`config.mk`:
```
export PLATFORM = sky130hd
export DESIGN_NAME = keyed_lut_reg
export DESIGN_NICKNAME = d
export VERILOG_FILES = /design/src/rtl/keyed_lut_reg.sv
export SDC_FILE = /design/constraint.sdc
export NUM_CORES = 1
export LEC_CHECK = 0
export CORE_AREA = 2 2 134 123
export DETAILED_ROUTE_END_ITERATION = 16
export DIE_AREA = 0 0 136 125
export PLACE_DENSITY = 0.8
export SLEW_MARGIN = 15
export SYNTH_ARGS = -nofsm -noshare
export SYNTH_HDL_FRONTEND = slang
export SYNTH_SLANG_ARGS = --single-unit
```
`constraint.sdc`:
```
create_clock -name clock -period 3.3 [get_ports clock]
set_input_delay 0.33 -clock clock [delete_from_list [all_inputs] [get_ports clock]]
set_output_delay 0.33 -clock clock [all_outputs]
set_load 0.03 [all_outputs]
```
`src/rtl/keyed_lut_reg.sv`:
```
// rtl/keyed_lut_reg.sv - registered key->data lookup table with valid bits and handshaked lookups
// Lookups compare against the table as it stood before any same-cycle write/invalidate/flush.
module keyed_lut_reg #(
  parameter int NR_KEY      = 4,
  parameter int KEY_LEN     = 8,
  parameter int DATA_LEN    = 32,
  parameter int HAS_DEFAULT = 1,
  parameter int PRIORITY    = 0,
  localparam int IDX_W      = (NR_KEY > 1) ? $clog2(NR_KEY) : 1
) (
  input  logic                clock,
  input  logic                reset_n,
  input  logic                req_valid,
  output logic                req_ready,
  input  logic [KEY_LEN-1:0]  req_key,
  output logic                resp_valid,
  input  logic                resp_ready,
  output logic                resp_hit,
  output logic                resp_multi,
  output logic [DATA_LEN-1:0] resp_data,
  input  logic [DATA_LEN-1:0] default_out,
  input  logic                wr_en,
  input  logic [IDX_W-1:0]    wr_idx,
  input  logic [KEY_LEN-1:0]  wr_key,
  input  logic [DATA_LEN-1:0] wr_data,
  input  logic                inv_en,
  input  logic [IDX_W-1:0]    inv_idx,
  input  logic                flush,
  output logic [IDX_W:0]      valid_cnt
);

  logic [KEY_LEN-1:0]  key_q  [NR_KEY];
  logic [DATA_LEN-1:0] data_q [NR_KEY];
  logic [NR_KEY-1:0]   valid_q, valid_d;
  logic [IDX_W:0]      valid_cnt_q, valid_cnt_d;

  logic                resp_valid_q, resp_hit_q, resp_multi_q;
  logic [DATA_LEN-1:0] resp_data_q;

  logic [NR_KEY-1:0]   match;
  logic [IDX_W:0]      match_cnt;
  logic [DATA_LEN-1:0] or_data, prio_data, lookup_data;
  logic                accept;

  assign req_ready = !resp_valid_q | resp_ready;
  assign accept    = req_valid & req_ready;

  always_comb begin
    match       = '0;
    match_cnt   = '0;
    or_data     = '0;
    prio_data   = '0;
    lookup_data = '0;
    for (int i = 0; i < NR_KEY; i++) begin
      match[i]  = valid_q[i] && (key_q[i] == req_key);
      match_cnt = match_cnt + {{IDX_W{1'b0}}, match[i]};
      if (match[i]) or_data = or_data | data_q[i];
    end
    // Descending scan so the lowest matching index is the last one assigned.
    for (int i = NR_KEY - 1; i >= 0; i--) begin
      if (match[i]) prio_data = data_q[i];
    end
    if (match == '0) lookup_data = (HAS_DEFAULT != 0) ? default_out : '0;
    else             lookup_data = (PRIORITY != 0) ? prio_data : or_data;
  end

  always_comb begin
    valid_d     = valid_q;
    valid_cnt_d = '0;
    for (int i = 0; i < NR_KEY; i++) begin
      if (wr_en && int'(wr_idx) == i)        valid_d[i] = 1'b1;
      else if (flush)                        valid_d[i] = 1'b0;
      else if (inv_en && int'(inv_idx) == i) valid_d[i] = 1'b0;
      valid_cnt_d = valid_cnt_d + {{IDX_W{1'b0}}, valid_d[i]};
    end
  end

  // Key/data storage carries no reset; the valid bits alone gate matching.
  always_ff @(posedge clock) begin
    for (int i = 0; i < NR_KEY; i++) begin
      if (wr_en && int'(wr_idx) == i) begin
        key_q[i]  <= wr_key;
        data_q[i] <= wr_data;
      end
    end
  end

  always_ff @(posedge clock or negedge reset_n) begin
    if (!reset_n) begin
      valid_q     <= '0;
      valid_cnt_q <= '0;
    end else begin
      valid_q     <= valid_d;
      valid_cnt_q <= valid_cnt_d;
    end
  end

  always_ff @(posedge clock or negedge reset_n) begin
    if (!reset_n) begin
      resp_valid_q <= 1'b0;
      resp_hit_q   <= 1'b0;
      resp_multi_q <= 1'b0;
      resp_data_q  <= '0;
    end else if (accept) begin
      resp_valid_q <= 1'b1;
      resp_hit_q   <= |match;
      resp_multi_q <= (match_cnt >= 2);
      resp_data_q  <= lookup_data;
    end else if (resp_ready) begin
      resp_valid_q <= 1'b0;
    end
  end

  assign resp_valid = resp_valid_q;
  assign resp_hit   = resp_hit_q;
  assign resp_multi = resp_multi_q;
  assign resp_data  = resp_data_q;
  assign valid_cnt  = valid_cnt_q;

endmodule

```
==> reports/metrics.yaml, run 1 <==
outcome: "completed"
intPower_mw: 4.511
grt_use_met2_pct: 34.05
power.leakage_nw: 3.282
rows: 44
r2r_cells: 9
slew_violations: 0
die_x_um: 136
path_max_fanout: 20
htreeDepth: 1
arrival_ps: 2700
cts_tree: "built"
worst_pin_slew_ps: 1003
post-route-util_pct: 62.56
ys.flop_type: "edfxtp_1"
setup.worst_path.start: "req_key[5]"
wire_per_inst_um: 21.71
synth_most_common_cell: "edfxtp_1"
drtAntennaViolNets: 0
synth_area_leader_cell: "edfxtp_1"
numClockSinks: 202
clk_path_buf_depth: 3
clk_pin_slew_ps: 60
ys_seq_area_share_pct: 76.53
gp_congestion: 0.8224
drive_gt1_share_pct: 9.197
ys_warn_count: 0
worstReg2RegStart: "key_q[0][5]"
cp-start-kind: "primary input"
vdd_drop_max_mv: 0.4908
io_buffers: 129
busiest_layer: "met2"
syn_nets: 538
antenna_found_initial: 0
synth_area_um2: 7651
grt_pass1_vias: 4882
clkPwrFrac_pct: 37.8
yosys_register_bits: 202
grt_first_pass_wirelength_mm: 26.97
async_reset_ff_share_pct: 20.79
numCtsBuffers: 21
finalWorstSetupSlack_ps: 961.9
area_growth_pct: 28.75
synth_cell_type_count: 31
wl_mm: 17.48
grt_max_degree: 43
hold_slack_ps: 9.515
holdBufCountCts: 0
dp.cells: 768
setup.worst_path.end_class: "flip-flop"
fin_crit_ps: 2338
power_frac_seq_pct: 51.8
critPathKind: "primary input to flip-flop"
nNetsFinal: 680
drc: 0
p_sw_mw: 1.282
p_per_area_nw_per_um2: 588.1
drtIter0Drc: 423
grt_setup_unrepaired: "no"
cts_resized: 0
r2r-end: "resp_data[12]"
pin_count: 130
skew_ps: 6.565
synthTopCellsByCount: "edfxtp_1 (160), a22oi_1 (64), dfrtp_1 (42)"
detailedPlace.worstSlack_ps: 492.2
hold_viol_final: 0
fmax_mhz: 427.7
nFillCells: 1142
start_util_pct: 48.59
hold_path.class: "primary input to async pin"
synth_area_leaders: "edfxtp_1 (63%), dfrtp_1 (14%), a22oi_1 (6.3%)"
max_slew_margin_pct: 33.14
switching_share_pct: 22.13
cts_root_buf: "clkbuf_16"
post_cts_buffers: 0
syn_inst: 442
maxCapViolations: 0
core_um2: 15750
synth_edf_count: 160
cp.required_ps: 3670
place_hpwl_mm: 10.64
grt.overflow.total: 0
fin_tns_setup_ps: 0
grt_usage_pct: 20.78
syn_area_per_cell_um2: 17.31
r2r_setup_slack_ps: 990
setup_viol: 0
clk_latency_ps: 490
yosysTopAreaCellShare_pct: 62.80
globalRouteMet1Util_pct: 27.94
viasPerCell: 5.733
fin_cells: 805
vias: 4615
die-area_um2: 17000
antenna_cells: 0
die_h_um: 125
final.period_utilization_pct: 70.85
power.combinational.fraction_pct: 10.4
met3_usage_pct: 4.258
drtPass1Iterations: 5
[layout by cell type (no fill, tap or decap), types with 5 or more instances in the layout]
cell type / n
a22oi_1: 64
dfrtp_1: 42
nand3_1: 5
clkbuf_16: 21
inv_1: 11
a221o_1: 32
edfxtp_1: 160
clkbuf_1: 10
a21oi_1: 32
xnor2_1: 28
buf_4: 14
clkdlybuf4s50_1: 128
[through the flow]
step           cell area (µm²)  power, mW
2_1_floorplan             7662      3.311
3_3_place_gp              9216      3.637
3_5_place_dp              9216      3.656
4_1_cts                   9851      5.835
5_1_grt                   9851      5.986
6_report                  9851      5.793
[worst max-delay path, cell delays in order]
cell and delay [ps]:
clkdlybuf4s50_1 600, xnor2_1 170, nand3_1 160, nor4_4 320
inv_1 110, ha_1 190, inv_1 140, nor4_4 90
buf_4 240, a221o_1 330
[power groups by stage]
stage / Clock (mW) / Sequential [mW] / Combinational [mW]
final: 2.19 / 3.00 / 0.604
after global routing: 2.33 / 3.01 / 0.643
after CTS: 2.23 / 3.00 / 0.609
after detailed placement: 0 / 3.05 / 0.607
after global placement: 0 / 3.04 / 0.595
after floorplan: 0 / 3.16 / 0.156
[flip-flops by register name, summed over array words and instances (netlist names)]
register    cells
resp_valid      1
key_q          32
resp_hit        1
valid_cnt       3
resp_data      32
resp_multi      1
valid_q         4
data_q        128
[cell type report]
type / instances / area [µm²] / area share, %
clock buffers: 33 / 590.6 / 5.995
repair buffers: 144 / 1411 / 14.33
flip-flops and latches: 202 / 5856 / 59.44
inverters: 11 / 41.29 / 0.4192
well taps: 207 / 259.0 / 2.629
multi-input cells: 204 / 1649 / 16.74
clock inverters: 4 / 43.79 / 0.4446
[how the worst max path moves through the flow]
| stage | end | slack (ps) |
|---|---|---|
| CTS | resp_data[12] | 980 |
| finish | resp_data[12] | 960 |
| detailed placement | resp_data[9] | 490 |
| floorplan | valid_cnt[1] | 470 |
| global placement | resp_data[19] | 560 |
| global route | resp_data[17] | 810 |
[cells by family after synthesis]
logic type | after synthesis | share of synthesized area (%)
AND/OR/NAND/NOR | 32 | 3.124
flip-flops | 202 | 76.53
AO/OA/AOI/OAI | 135 | 13.44
adder cells (fa/ha/maj) | 5 | 1.014
XOR/XNOR | 32 | 3.663
buffers and inverters | 36 | 2.224
[per-layer routing]
metal	wire [µm]	vias up
li1	-	2053
met4	490	0
met3	1406	39
met2	8601	226
met5	0	-
met1	6981	2297
Note: power is estimated with default switching activity, not from simulation.
==> run 2: changes to the inputs <==
==> constraint.sdc (replaced) <==
create_clock -name clock -period 2.2 [get_ports clock]
set_input_delay 0.22 -clock clock [delete_from_list [all_inputs] [get_ports clock]]
set_output_delay 0.22 -clock clock [all_outputs]
set_load 0.03 [all_outputs]
==> run 2 against run 1 <==
Effect of this change: utilization increased by 2.1 points; clock skew increased by 4.4 ps; clock power is 51% higher; worst hold slack improved by 320 ps; register-to-register slack got worse by 920 ps; sequential power grew 50%; total power grew 51%; critical path depth is the same; worst setup slack got worse by 890 ps; final cell count grew 2.7%; critical endpoint is now resp_data[9]; highest routed layer unchanged.
==> reports/metrics.yaml, run 2 (synthesis results as in run 1) <==
rows: 44  # unchanged
power_frac_seq_pct: 51.3  # -0.5 points
dpl-instance-area_um2: 9474  # +2.8%
max_slew_margin_pct: 52.82  # +20 points
drc: 0  # unchanged
cts_tree: "built"
fmax_mhz: 469.8
switching_share_pct: 22.11  # -0.025 points
hold_viol_final: 0  # unchanged
p_per_area_nw_per_um2: 862.5  # +47%
cp.required_ps: 2620  # -1050 ps
slew_violations: 0  # unchanged
numCtsBuffers: 20  # -4.8%
power.leakage_nw: 3.432  # +4.6%
clk_path_buf_depth: 3  # unchanged
hold_path.class: "primary input to async pin"
setup_viol: 0  # unchanged
largest_reg_flops: 128  # unchanged
worst_pin_slew_ps: 707.7  # -295.2 ps
grt_max_degree: 41  # -4.7%
nFillCells: 1098  # -3.9%
fin_crit_ps: 2129
r2r-end: "resp_data[9]"
final_cell_mix: "edfxtp_1 (160), clkdlybuf4s50_1 (128), a22oi_1 (64), dfrtp_1 (42), a221o_1 (32)"
viasPerCell: 5.704  # -0.51%
drtPass1Iterations: 5  # unchanged
final.period_utilization_pct: 96.75
grt_pass1_vias: 4985  # +2.1%
worstReg2RegStart: "key_q[1][3]"
drive_gt1_share_pct: 14.68  # +5.5 points
numClockSinks: 202  # unchanged
io_buffers: 129  # unchanged
grt_first_pass_wirelength_mm: 26.77  # -0.74%
setup.worst_path.end_class: "flip-flop"
drtIter0Drc: 398  # -5.9%
fin_area_um2: 10170  # +3.3%
maxCapViolations: 0  # unchanged
pin_count: 130  # unchanged
r2r_cells: 10  # +1
clkPwrFrac_pct: 37.6  # -0.2 points
grt_usage_pct: 20.77  # about the same
antenna_found_initial: 0  # unchanged
wire_per_inst_um: 21.33  # -1.8%
die_h_um: 125  # unchanged
grt.overflow.total: 0  # unchanged
nNetsFinal: 702  # +3.2%
regMostFlops: "data_q"
core_um2: 15750  # unchanged
wl_mm: 17.64  # +0.93%
die-area_um2: 17000  # unchanged
htreeDepth: 1  # unchanged
final_common_cell: "edfxtp_1"
area_growth_pct: 32.97
hold_slack_ps: 328.2  # +318.7 ps
finalPower_mw: 8.774  # +51%
intPower_mw: 6.835  # +52%
p_sw_mw: 1.940  # +51%
gp_congestion: 0.8292  # +0.83%
drtAntennaViolNets: 0  # unchanged
arrival_ps: 2550  # -150 ps
cts_root_buf: "clkbuf_16"
vdd_drop_max_mv: 0.5427  # +11%
antenna_cells: 0  # unchanged
vias: 4717  # +2.2%
power.combinational.fraction_pct: 11.0  # +0.6 points
r2r_setup_slack_ps: 70  # -920 ps
place_hpwl_mm: 11.06  # +4.0%
path_max_fanout: 24  # +20%
skew_ps: 10.99  # +4.424 ps
die_x_um: 136  # unchanged
fin_tns_setup_ps: 0  # unchanged
cp-start-kind: "flip-flop"
critPathKind: "flip-flop to flip-flop"
clk_pin_slew_ps: 60  # about the same
clk_latency_ps: 480  # about the same
outcome: "completed"
start_util_pct: 48.59  # unchanged
## run 2: cell types whose count changed in the layout (fill, tap and decap cells not counted), moves of 3 or more
cell | previous run | this run
buf_4 | 14 | 30
inv_1 | 11 | 8
buf_12 | 1 | 7
inv_2 | 0 | 3
clkbuf_1 | 10 | 5
ha_1 | 3 | 0
## run 2: final cells by class
class | count | area (µm²) | share of cell area, %
Sequential cell | 202 | 5856 | 57.56
Multi-Input combinational cell | 204 | 1713 | 16.84
Timing Repair Buffer | 167 | 1662 | 16.33
Clock buffer | 26 | 544.3 | 5.350
Tap cell | 207 | 259.0 | 2.546
Clock inverter | 10 | 98.84 | 0.9716
Inverter | 11 | 41.29 | 0.4059
## run 2: repair_timing
action / in CTS / in global routing
endpoints found under the hold margin: 27 / 0
setup endpoints to repair: 0 / 33
setup buffers: 0 / 0
resized for setup: 0 / 6
hold buffers: 1 / 0
## run 2: through the flow
| step | cells | util, % | worst slack [ps] |
|---|---|---|---|
| 5_1_grt | 827 | 64.61 | -29.77 |
| 2_1_floorplan | 442 | - | -281.8 |
| 4_1_cts | 827 | 64.32 | 35.17 |
| 3_3_place_gp | 790 | 60.17 | -286.3 |
| 3_5_place_dp | 790 | 60.17 | -315.0 |
| 6_report | 827 | 64.61 | 71.47 |
## run 2: worst max-delay path, cell delays in order (launching register included)
cell and delay (ps):
edfxtp_1 420, xnor2_2 180, nand3_2 120, nor4_4 350, inv_2 90, ha_2 190, inv_2 90, o31ai_4 100
buf_12 180, a21oi_1 190, a221o_1 150
## run 2: worst max-delay path by stage
stage                            from            to  slack [ps]  cells past startpoint
after floorplan             wr_idx[1]  valid_cnt[1]        -280                      6
after global placement     req_key[5]    resp_multi        -290                      9
after detailed placement   req_key[5]    resp_multi        -310                      9
after CTS                 key_q[1][4]  resp_data[9]          40                     10
after global routing      key_q[1][3]  resp_data[9]         -30                     10
final                     key_q[1][3]  resp_data[9]          70                     10
## run 2: per-layer routing
layer / track usage, % / wire length, µm / share of wire [%] / vias up
li1: - / - / - / 2111
met1: 27.68 / 7086 / 40 / 2361
met2: 34.76 / 8885 / 50 / 218
met3: 3.650 / 1340 / 7.6 / 27
met4: 6.863 / 330 / 1.9 / 0
met5: 0 / 0 / 0 / -
## run 2: power groups by stage
stage | clock [mW] | sequential (mW) | combinational [mW]
after CTS | 3.35 | 4.50 | 0.963
final | 3.30 | 4.50 | 0.968
after detailed placement | 0 | 4.58 | 0.956
after floorplan | 0 | 4.73 | 0.242
after global placement | 0 | 4.56 | 0.933
after global routing | 3.52 | 4.52 | 1.02
